<file path="src/rtl/adc_apb_scheduler_pkg.sv">
// Shared definitions for the ADC APB read-port scheduler: FSM state encoding and
// the ADC register map.
package adc_sched_pkg;

  typedef enum logic [1:0] {
    StIdle,
    StSetup,
    StAccess,
    StResp
  } state_e;

  localparam logic [7:0] ADC_ADDR_TEMP = 8'h40;
  localparam logic [7:0] ADC_ADDR_VCC  = 8'h41;

endpackage

</file>
<file path="src/rtl/adc_apb_scheduler_if.sv">
// Requester-side and ADC APB-side signals of the scheduler. The master modport is
// the scheduler's view; the slave modport is the environment (requesters + ADC).
interface adc_apb_scheduler_if #(
  parameter int unsigned N_REQ  = 2,
  parameter int unsigned ADDR_W = 8,
  parameter int unsigned DATA_W = 16
);

  logic [N_REQ-1:0]        req_valid;
  logic [N_REQ*ADDR_W-1:0] req_addr;
  logic [N_REQ-1:0]        req_ready;
  logic [N_REQ-1:0]        rsp_valid;
  logic [DATA_W-1:0]       rsp_data;
  logic                    rsp_err;
  logic                    busy;
  logic [ADDR_W-1:0]       apb_paddr;
  logic                    apb_psel;
  logic                    apb_penable;
  logic                    apb_pready;
  logic [DATA_W-1:0]       apb_prdata;

  modport master (
    input  req_valid, req_addr, apb_pready, apb_prdata,
    output req_ready, rsp_valid, rsp_data, rsp_err, busy, apb_paddr, apb_psel, apb_penable
  );

  modport slave (
    output req_valid, req_addr, apb_pready, apb_prdata,
    input  req_ready, rsp_valid, rsp_data, rsp_err, busy, apb_paddr, apb_psel, apb_penable
  );

endinterface

</file>
<file path="src/rtl/adc_apb_scheduler_rr_arbiter.sv">
// Combinational round-robin arbiter: picks the first set request at or after ptr,
// wrapping at N.
module rr_arbiter #(
  parameter int unsigned N  = 2,
  parameter int unsigned IW = (N > 1) ? $clog2(N) : 1
) (
  input  logic [N-1:0]  req,
  input  logic [IW-1:0] ptr,
  output logic [N-1:0]  grant,
  output logic [IW-1:0] idx,
  output logic          any
);

  int unsigned j;

  // Scan from the farthest candidate back to ptr so the nearest one is written last.
  always_comb begin
    grant = '0;
    idx   = '0;
    any   = 1'b0;
    j     = 0;
    for (int k = int'(N) - 1; k >= 0; k--) begin
      j = (int'(ptr) + k) % N;
      if (req[j]) begin
        grant    = '0;
        grant[j] = 1'b1;
        idx      = IW'(j);
        any      = 1'b1;
      end
    end
  end

endmodule

</file>
<file path="src/rtl/adc_apb_scheduler.sv">
// Shares the ADC APB read port between N_REQ requesters: round-robin grant, SETUP/ACCESS
// sequencing with timeout abort, and a one-cycle response pulse to the owner.
module adc_apb_scheduler
  import adc_sched_pkg::*;
#(
  parameter int unsigned N_REQ   = 2,
  parameter int unsigned ADDR_W  = 8,
  parameter int unsigned DATA_W  = 16,
  parameter int unsigned TIMEOUT = 255
) (
  input logic                clk,
  input logic                rst,
  adc_apb_scheduler_if.master bus
);

  localparam int unsigned IW = (N_REQ > 1) ? $clog2(N_REQ) : 1;
  localparam int unsigned CW = $clog2(TIMEOUT + 1);

  state_e            state_q, state_d;
  logic [IW-1:0]     rr_ptr_q, gnt_idx_q, arb_idx;
  logic [N_REQ-1:0]  arb_grant;
  logic              arb_any;
  logic [CW-1:0]     tcnt_q;
  logic              tmo_hit;
  logic [ADDR_W-1:0] paddr_q;
  logic              psel_q, penable_q;
  logic [DATA_W-1:0] rsp_data_q;
  logic              rsp_err_q;

  rr_arbiter #(
    .N (N_REQ),
    .IW(IW)
  ) u_arb (
    .req  (bus.req_valid),
    .ptr  (rr_ptr_q),
    .grant(arb_grant),
    .idx  (arb_idx),
    .any  (arb_any)
  );

  assign tmo_hit = (tcnt_q == CW'(TIMEOUT - 1));

  always_comb begin
    state_d = state_q;
    unique case (state_q)
      StIdle:   if (arb_any) state_d = StSetup;
      StSetup:  state_d = StAccess;
      StAccess: if (bus.apb_pready || tmo_hit) state_d = StResp;
      StResp:   state_d = StIdle;
      default:  state_d = StIdle;
    endcase
  end

  always_ff @(posedge clk or posedge rst) begin
    if (rst) begin
      state_q    <= StIdle;
      rr_ptr_q   <= '0;
      gnt_idx_q  <= '0;
      tcnt_q     <= '0;
      paddr_q    <= '0;
      psel_q     <= 1'b0;
      penable_q  <= 1'b0;
      rsp_data_q <= '0;
      rsp_err_q  <= 1'b0;
    end else begin
      state_q   <= state_d;
      // APB strobes decoded from the next state so they are clean flop outputs.
      psel_q    <= (state_d == StSetup) || (state_d == StAccess);
      penable_q <= (state_d == StAccess);
      if (state_q == StIdle && arb_any) begin
        gnt_idx_q <= arb_idx;
        paddr_q   <= bus.req_addr[int'(arb_idx)*ADDR_W +: ADDR_W];
        rr_ptr_q  <= (arb_idx == IW'(N_REQ - 1)) ? '0 : arb_idx + IW'(1);
      end
      if (state_q == StSetup) tcnt_q <= '0;
      if (state_q == StAccess) begin
        if (bus.apb_pready) begin
          rsp_data_q <= bus.apb_prdata;
          rsp_err_q  <= 1'b0;
        end else if (tmo_hit) begin
          rsp_data_q <= '0;
          rsp_err_q  <= 1'b1;
        end else begin
          tcnt_q <= tcnt_q + CW'(1);
        end
      end
    end
  end

  // Grant is withheld while reset is asserted so every output reads zero.
  always_comb begin
    bus.req_ready = '0;
    bus.rsp_valid = '0;
    if (state_q == StIdle && !rst) bus.req_ready = arb_grant;
    for (int i = 0; i < int'(N_REQ); i++) begin
      bus.rsp_valid[i] = (state_q == StResp) && (gnt_idx_q == IW'(i));
    end
  end

  assign bus.busy        = (state_q != StIdle);
  assign bus.apb_paddr   = paddr_q;
  assign bus.apb_psel    = psel_q;
  assign bus.apb_penable = penable_q;
  assign bus.rsp_data    = rsp_data_q;
  assign bus.rsp_err     = rsp_err_q;

endmodule

</file>
<file path="src/flat_wrapper.sv">
// flat-port wrapper written by rule: the top's interface ports become plain ports
module adc_apb_scheduler_flat import adc_sched_pkg::*;
#(
  parameter int unsigned N_REQ   = 2,
  parameter int unsigned ADDR_W  = 8,
  parameter int unsigned DATA_W  = 16,
  parameter int unsigned TIMEOUT = 255
)
  (clk, rst, bus_req_valid, bus_req_addr, bus_apb_pready, bus_apb_prdata, bus_req_ready, bus_rsp_valid, bus_rsp_data, bus_rsp_err, bus_busy, bus_apb_paddr, bus_apb_psel, bus_apb_penable);
  adc_apb_scheduler_if #(.N_REQ(N_REQ), .ADDR_W(ADDR_W), .DATA_W(DATA_W)) bus_i ();
  input logic clk;
  input logic rst;
  input wire logic [$bits(bus_i.req_valid)-1:0] bus_req_valid;
  input wire logic [$bits(bus_i.req_addr)-1:0] bus_req_addr;
  input wire logic [$bits(bus_i.apb_pready)-1:0] bus_apb_pready;
  input wire logic [$bits(bus_i.apb_prdata)-1:0] bus_apb_prdata;
  output wire logic [$bits(bus_i.req_ready)-1:0] bus_req_ready;
  output wire logic [$bits(bus_i.rsp_valid)-1:0] bus_rsp_valid;
  output wire logic [$bits(bus_i.rsp_data)-1:0] bus_rsp_data;
  output wire logic [$bits(bus_i.rsp_err)-1:0] bus_rsp_err;
  output wire logic [$bits(bus_i.busy)-1:0] bus_busy;
  output wire logic [$bits(bus_i.apb_paddr)-1:0] bus_apb_paddr;
  output wire logic [$bits(bus_i.apb_psel)-1:0] bus_apb_psel;
  output wire logic [$bits(bus_i.apb_penable)-1:0] bus_apb_penable;
  assign bus_i.req_valid = bus_req_valid;
  assign bus_i.req_addr = bus_req_addr;
  assign bus_i.apb_pready = bus_apb_pready;
  assign bus_i.apb_prdata = bus_apb_prdata;
  assign bus_req_ready = bus_i.req_ready;
  assign bus_rsp_valid = bus_i.rsp_valid;
  assign bus_rsp_data = bus_i.rsp_data;
  assign bus_rsp_err = bus_i.rsp_err;
  assign bus_busy = bus_i.busy;
  assign bus_apb_paddr = bus_i.apb_paddr;
  assign bus_apb_psel = bus_i.apb_psel;
  assign bus_apb_penable = bus_i.apb_penable;
  adc_apb_scheduler #(.N_REQ(N_REQ), .ADDR_W(ADDR_W), .DATA_W(DATA_W), .TIMEOUT(TIMEOUT)) u_core (.clk(clk), .rst(rst), .bus(bus_i));
endmodule
</file>
<file path="config.mk">
export PLATFORM = sky130hd
export DESIGN_NAME = adc_apb_scheduler_flat
export DESIGN_NICKNAME = d
export VERILOG_FILES = /design/src/rtl/adc_apb_scheduler_pkg.sv /design/src/rtl/adc_apb_scheduler_if.sv /design/src/rtl/adc_apb_scheduler_rr_arbiter.sv /design/src/rtl/adc_apb_scheduler.sv /design/src/flat_wrapper.sv
export SDC_FILE = /design/constraint.sdc
export NUM_CORES = 1
export LEC_CHECK = 0
export BUFFER_PORTS_ARGS = -buffer_cell sky130_fd_sc_hd__buf_4
export CORE_MARGIN = 10
export CORE_UTILIZATION = 45
export CTS_CLUSTER_DIAMETER = 100
export DETAILED_ROUTE_END_ITERATION = 8
export GPL_TIMING_DRIVEN = 0
export PLACE_DENSITY = 0.75
export SYNTH_ARGS = -nofsm -noshare
export SYNTH_HDL_FRONTEND = slang
export SYNTH_SLANG_ARGS = --single-unit
</file>
<file path="constraint.sdc">
create_clock -name clk -period 2.1 [get_ports clk]
set_input_delay 0.105 -clock clk [delete_from_list [all_inputs] [get_ports clk]]
set_output_delay 0.105 -clock clk [all_outputs]
set_load 0.02 [all_outputs]
</file>
# After elaboration in Yosys (flattened, before gate mapping)
# Index checks and enable logic that the tools add are counted.
totals:
  elab_cells: 64
  out_inout_bits: 32
  inputBits: 37
  register_bits: 39
classes:
  shift: 1
  eq_ne: 6
  mux: 27
  n_reduce_logical: 13
  addsub: 3
  bitwise_logic: 1
  n_lt_le_gt_ge: 4
ops:
  columns: ["operator", "count"]
  rows:
  - ["$mux 16", 2]
  - ["$mux 8", 4]
  - ["$shiftx 16x5->8", 1]
  - ["$mux 1", 13]
  - ["$mux 2", 5]
  - ["$add 8x1->8 const B", 1]
  - ["$eq 8x8->1 const B", 1]
  - ["$pmux 2 s4", 1]
  - ["$eq 2x2->1 const B", 3]
  - ["$logic_and 1x1->1", 6]
  - ["$eq 2x1->1 const B", 2]
  - ["$lt 1x2->1 const B", 2]
  - ["$reduce_bool 2->1", 2]
  - ["$add 1x1->1 const B", 2]
  - ["$demux 1 s1", 2]
  - ["$ge 1x1->1 const B", 2]
  - ["$logic_not 2->1", 1]
  - ["$logic_or 1x1->1", 2]
  - ["$reduce_and 2->1", 1]
  - ["$logic_not 1->1", 1]
  - ["$not 1->1", 1]

# Depth between registers and ports, before layout
logic_depth:
  ltp_word: 9
  depth_mapped: 7
  depth_no_buf: 7

# Hierarchy
# From an unflattened synthesis, not the netlist that was laid out.
unflattened:
  cells_unflattened: 157
  area_unflattened_um2: 1776.7
modules_own_cells:
  columns: ["module", "cells_per_inst", "area_per_inst_um2", "seq_area_each_um2", "instances"]
  rows:
  - ["adc_apb_scheduler", 152, 1744.2, 975.9, 1]
  - ["rr_arbiter", 5, 32.5, 0.0, 1]

# Least setup slack after synthesis
# No wires, ideal clock.
synth_timing:
  path_kind: "reg-to-output"
  from: "register u_core.state_q[0]"
  to: "output bus_req_ready[0]"
  t_required_ps: 1995
  path_slack_ps: 71
  path_buffers: 0
  arrival_time_ps: 1924
  stages_incl_launch_ff: 5
  cell_sequence: "dfrtp_1 -> inv_1 -> ha_1 -> inv_1 -> a2111oi_0"
synth_via:
  elab_chain_len: 3
synth_lines:
  columns: ["item", "line_no", "source"]
  rows:
  - ["start, declared", "adc_apb_scheduler.sv:19", "state_e state_q, state_d;"]
  - ["start signal, assigned", "adc_apb_scheduler.sv:56", "state_q <= StIdle;"]
  - ["start signal, assigned", "adc_apb_scheduler.sv:66", "state_q <= state_d;"]
  - ["$logic_not 2->1", "adc_apb_scheduler.sv:94", "if (state_q == StIdle && !rst) bus.req_ready = arb_grant;"]
  - ["$logic_and 1x1->1", "adc_apb_scheduler.sv:94", null]
  - ["$mux 2", "adc_apb_scheduler.sv:94", null]
  - ["end, declared", "flat_wrapper.sv:17", "output wire logic [$bits(bus_i.req_ready)-1:0] bus_req_ready;"]
# No other way between the ends.

# Final worst setup path
# Same ends and word-level chain as after synthesis.

==> metrics.csv <==
metric,value,unit
fraction of synthesized cell area in xor and xnor cells,0.490,%
worst slew pin tran,790,ps
asr flop ratio synth,100,%
Yosys reg bits,39,
max cap viols,0,
most frequent cell after synthesis,dfrtp_1,
row cnt,22,
final hold vios,37,
worst hold margin,-14.6,ps
Final min period,1810,ps
Synth Area per Inst,12.2,sq um
Ys Warns,0,
count of final max-slew check failures,0,
Synth area leader,dfrtp_1,
initial detailed-routing violation count,66,
synth top area cells,"dfrtp_1, a22o_1, ha_1, a21o_1, inv_1",
ys flop type,dfrtp_1,
placed cell area,2360,sq um
"Hold-fix buffers, CTS",0,
die area,6890,sq um
Layout Skew,5.82,ps
"Seq/Total Area, Yosys",54.6,%
CTS Root Cell,clkbuf_8,
Clock transition at path regs,70,ps
pwr dens,1420,nW/um^2
DIE HEIGHT,83.0,microns
Yosys top cell area share,54.6,%
io pins,69,
maximum VDD drop,0.000733,V
Post-synth EDFFs,0,
PostCTS Resize Cnt,0,
Post CTS Setup Buffer Count,0,
ANT nets after route,0,
vias per cell,5.52,
RSZ-0062 raised after global routing,false,
routability congestion estimate,0.815,
DPL Wire Length,3.69,mm
Register-to-Register Path Depth,6,
Core ar.,3740,sq um
critical path's slowest cell,dfrtp_1,
failing checks,hold timing,
simple-gate share of the synthesized area,7.98,%
Port Buf Inserts,68,
Cells after Synth,146,
final wirelength,4.74,mm
Highest Clock Rate,0.551,GHz
Ant. Diodes,0,
CP startpoint kind,flip-flop,
crit path capture type,output port,
chip width,83.0,microns
gr usage total,13.4,%
setup_tns,0,ps
routed len/inst,17.6,microns
CP Max Fanout,5,
Netlist cell types,35,
"Arr. time, crit path",1710,ps
outcome,"finished, violations left",
CP required,2000,ps
Compound-Gate Fraction of Synth Area,26.3,%
Setup Viol. Count Final,0,
total congestion overflow,0,
Nets,266,
Critical Path Max Stage Delay,430,ps
"top cells by count, synth","dfrtp_1, a22o_1, a21o_1",
largest net degree at the start of global routing,40,
CP dominant cell by count,inv_1,
# fillers,312,
layout cells sized above 1,39.6,%
largest family of logic cells by synthesized area,compound AO/OA/AOI/OAI gates,
Slew headroom,47.3,%
Synth Area in Adders,5.60,%
first-pass GRT wire length,7.78,mm
via count,1490,
"Net Count, Synth",191,
total CTS buffers,5,
H-tree depth,2,
leakage power,1.29,nW
Skew-Pair Late Insertion Delay,290,ps
fin area,2440,sq um
critical path cell sequence,inv_1 > ha_1 > inv_1 > a2111oi_0 > buf_4,
post-synthesis mux area share,1.40,%
DR pass1 iterations,4,
clk sinks,39,
Starting Density,47.7,%
initial antenna violation count,0,
vias in the first global route,1623,
DRC,0,
clock buffer depth,2,
CTS tree,built,
Non-Filler Instances,270,
CP Class,reg -> out,
crit share post-route,86.4,%
synthesized area,1790,sq um
Cells after DPL,262,
Worst Hold Class,in -> async,
Layout Area Growth over Synthesis,36.7,%
==> placed cells by master (no fill, tap or decap), types with 2 or more instances in the layout <==
cell	Yosys	routed
dfrtp_1	39	39
inv_1	10	9
a211o_1	2	2
nor2b_1	2	2
nand4_1	3	3
buf_2	3	3
a21oi_1	2	2
and2_1	2	2
ha_1	8	8
buf_4	0	68
o21ai_2	2	2
a22o_1	24	24
o21ai_0	3	3
a21o_1	12	12
nand3_1	5	5
o22ai_1	2	2
clkbuf_8	0	5
nor2_1	6	6
nor3_1	3	3
==> worst paths after layout <==
path                                         start                       to  slack [ps]
worst min-delay path                           rst          u_core.rr_ptr_q         -10
min in group clk                   bus_req_addr[9]  u_core.bus.apb_paddr[1]          10
worst max register to register   u_core.state_q[0]         u_core.tcnt_q[7]         320
worst min register to register  u_core.bus.rsp_err       u_core.bus.rsp_err         500
worst max-delay path             u_core.state_q[0]         bus_req_ready[0]         290
max in group asynchronous                      rst         u_core.tcnt_q[7]        1610
==> worst max-delay path: cells and delay by family, from the launching register on <==
| family | cells | cell delay (ps) |
|---|---|---|
| buffers and inverters | 3 | 460 |
| flip-flops | 1 | 430 |
| AO/OA/AOI/OAI | 1 | 360 |
| adder cells (fa/ha/maj) | 1 | 190 |
==> per-stage QoR <==
| stage | power, mW | setup slack, ps | util, % |
|---|---|---|---|
| 2_1_floorplan | 2.31 | 70.7 | - |
| 3_3_place_gp | 2.96 | 405 | 63.0 |
| 3_5_place_dp | 3.02 | 334 | 63.0 |
| 4_1_cts | 3.52 | 281 | 65.2 |
| 5_1_grt | 3.72 | 92.7 | 65.2 |
| 6_report | 3.48 | 285 | 65.2 |
==> sequential cells by signal, summed over array words and instances, names as in the netlist <==
name	flops
u_core.bus.apb_penable	1
u_core.bus.apb_paddr	8
u_core.rr_ptr_q	1
u_core.state_q	2
u_core.gnt_idx_q	1
u_core.bus.apb_psel	1
u_core.bus.rsp_data	16
u_core.bus.rsp_err	1
u_core.tcnt_q	8
==> logic make-up after synthesis <==
group | after synthesis
DFF | 39
AOI/OAI and AO/OA | 56
buffers and inverters | 14
adders and majority gates | 8
xor gates and xnor gates | 1
muxes | 2
and+or+nand+nor | 26
==> power by group <==
group | switching, mW | total [mW] | internal, mW
clock network | 0.260 | 0.492 | 0.232
registers | 0.217 | 1.28 | 1.06
logic | 0.909 | 1.71 | 0.803
==> cell type report <==
class	instances	area [sq um]	share of cell area (%)
buffer	4	26.3	1.08
clock buffer	6	72.6	2.97
clock inverter	2	12.5	0.512
inverter	10	37.5	1.54
multi-input combinational	93	747	30.6
sequential	39	976	40.0
tap	48	60.1	2.46
timing repair buffer	68	510	20.9
==> layer usage <==
layer	routed length (microns)	global-route usage, %	up-vias
met5	0	0	-
met4	41	3.54	0
met3	396	6.54	8
met2	2470	22.9	58
met1	1830	14.3	729
li1	-	-	695
Power figures use the tool's default switching activity.
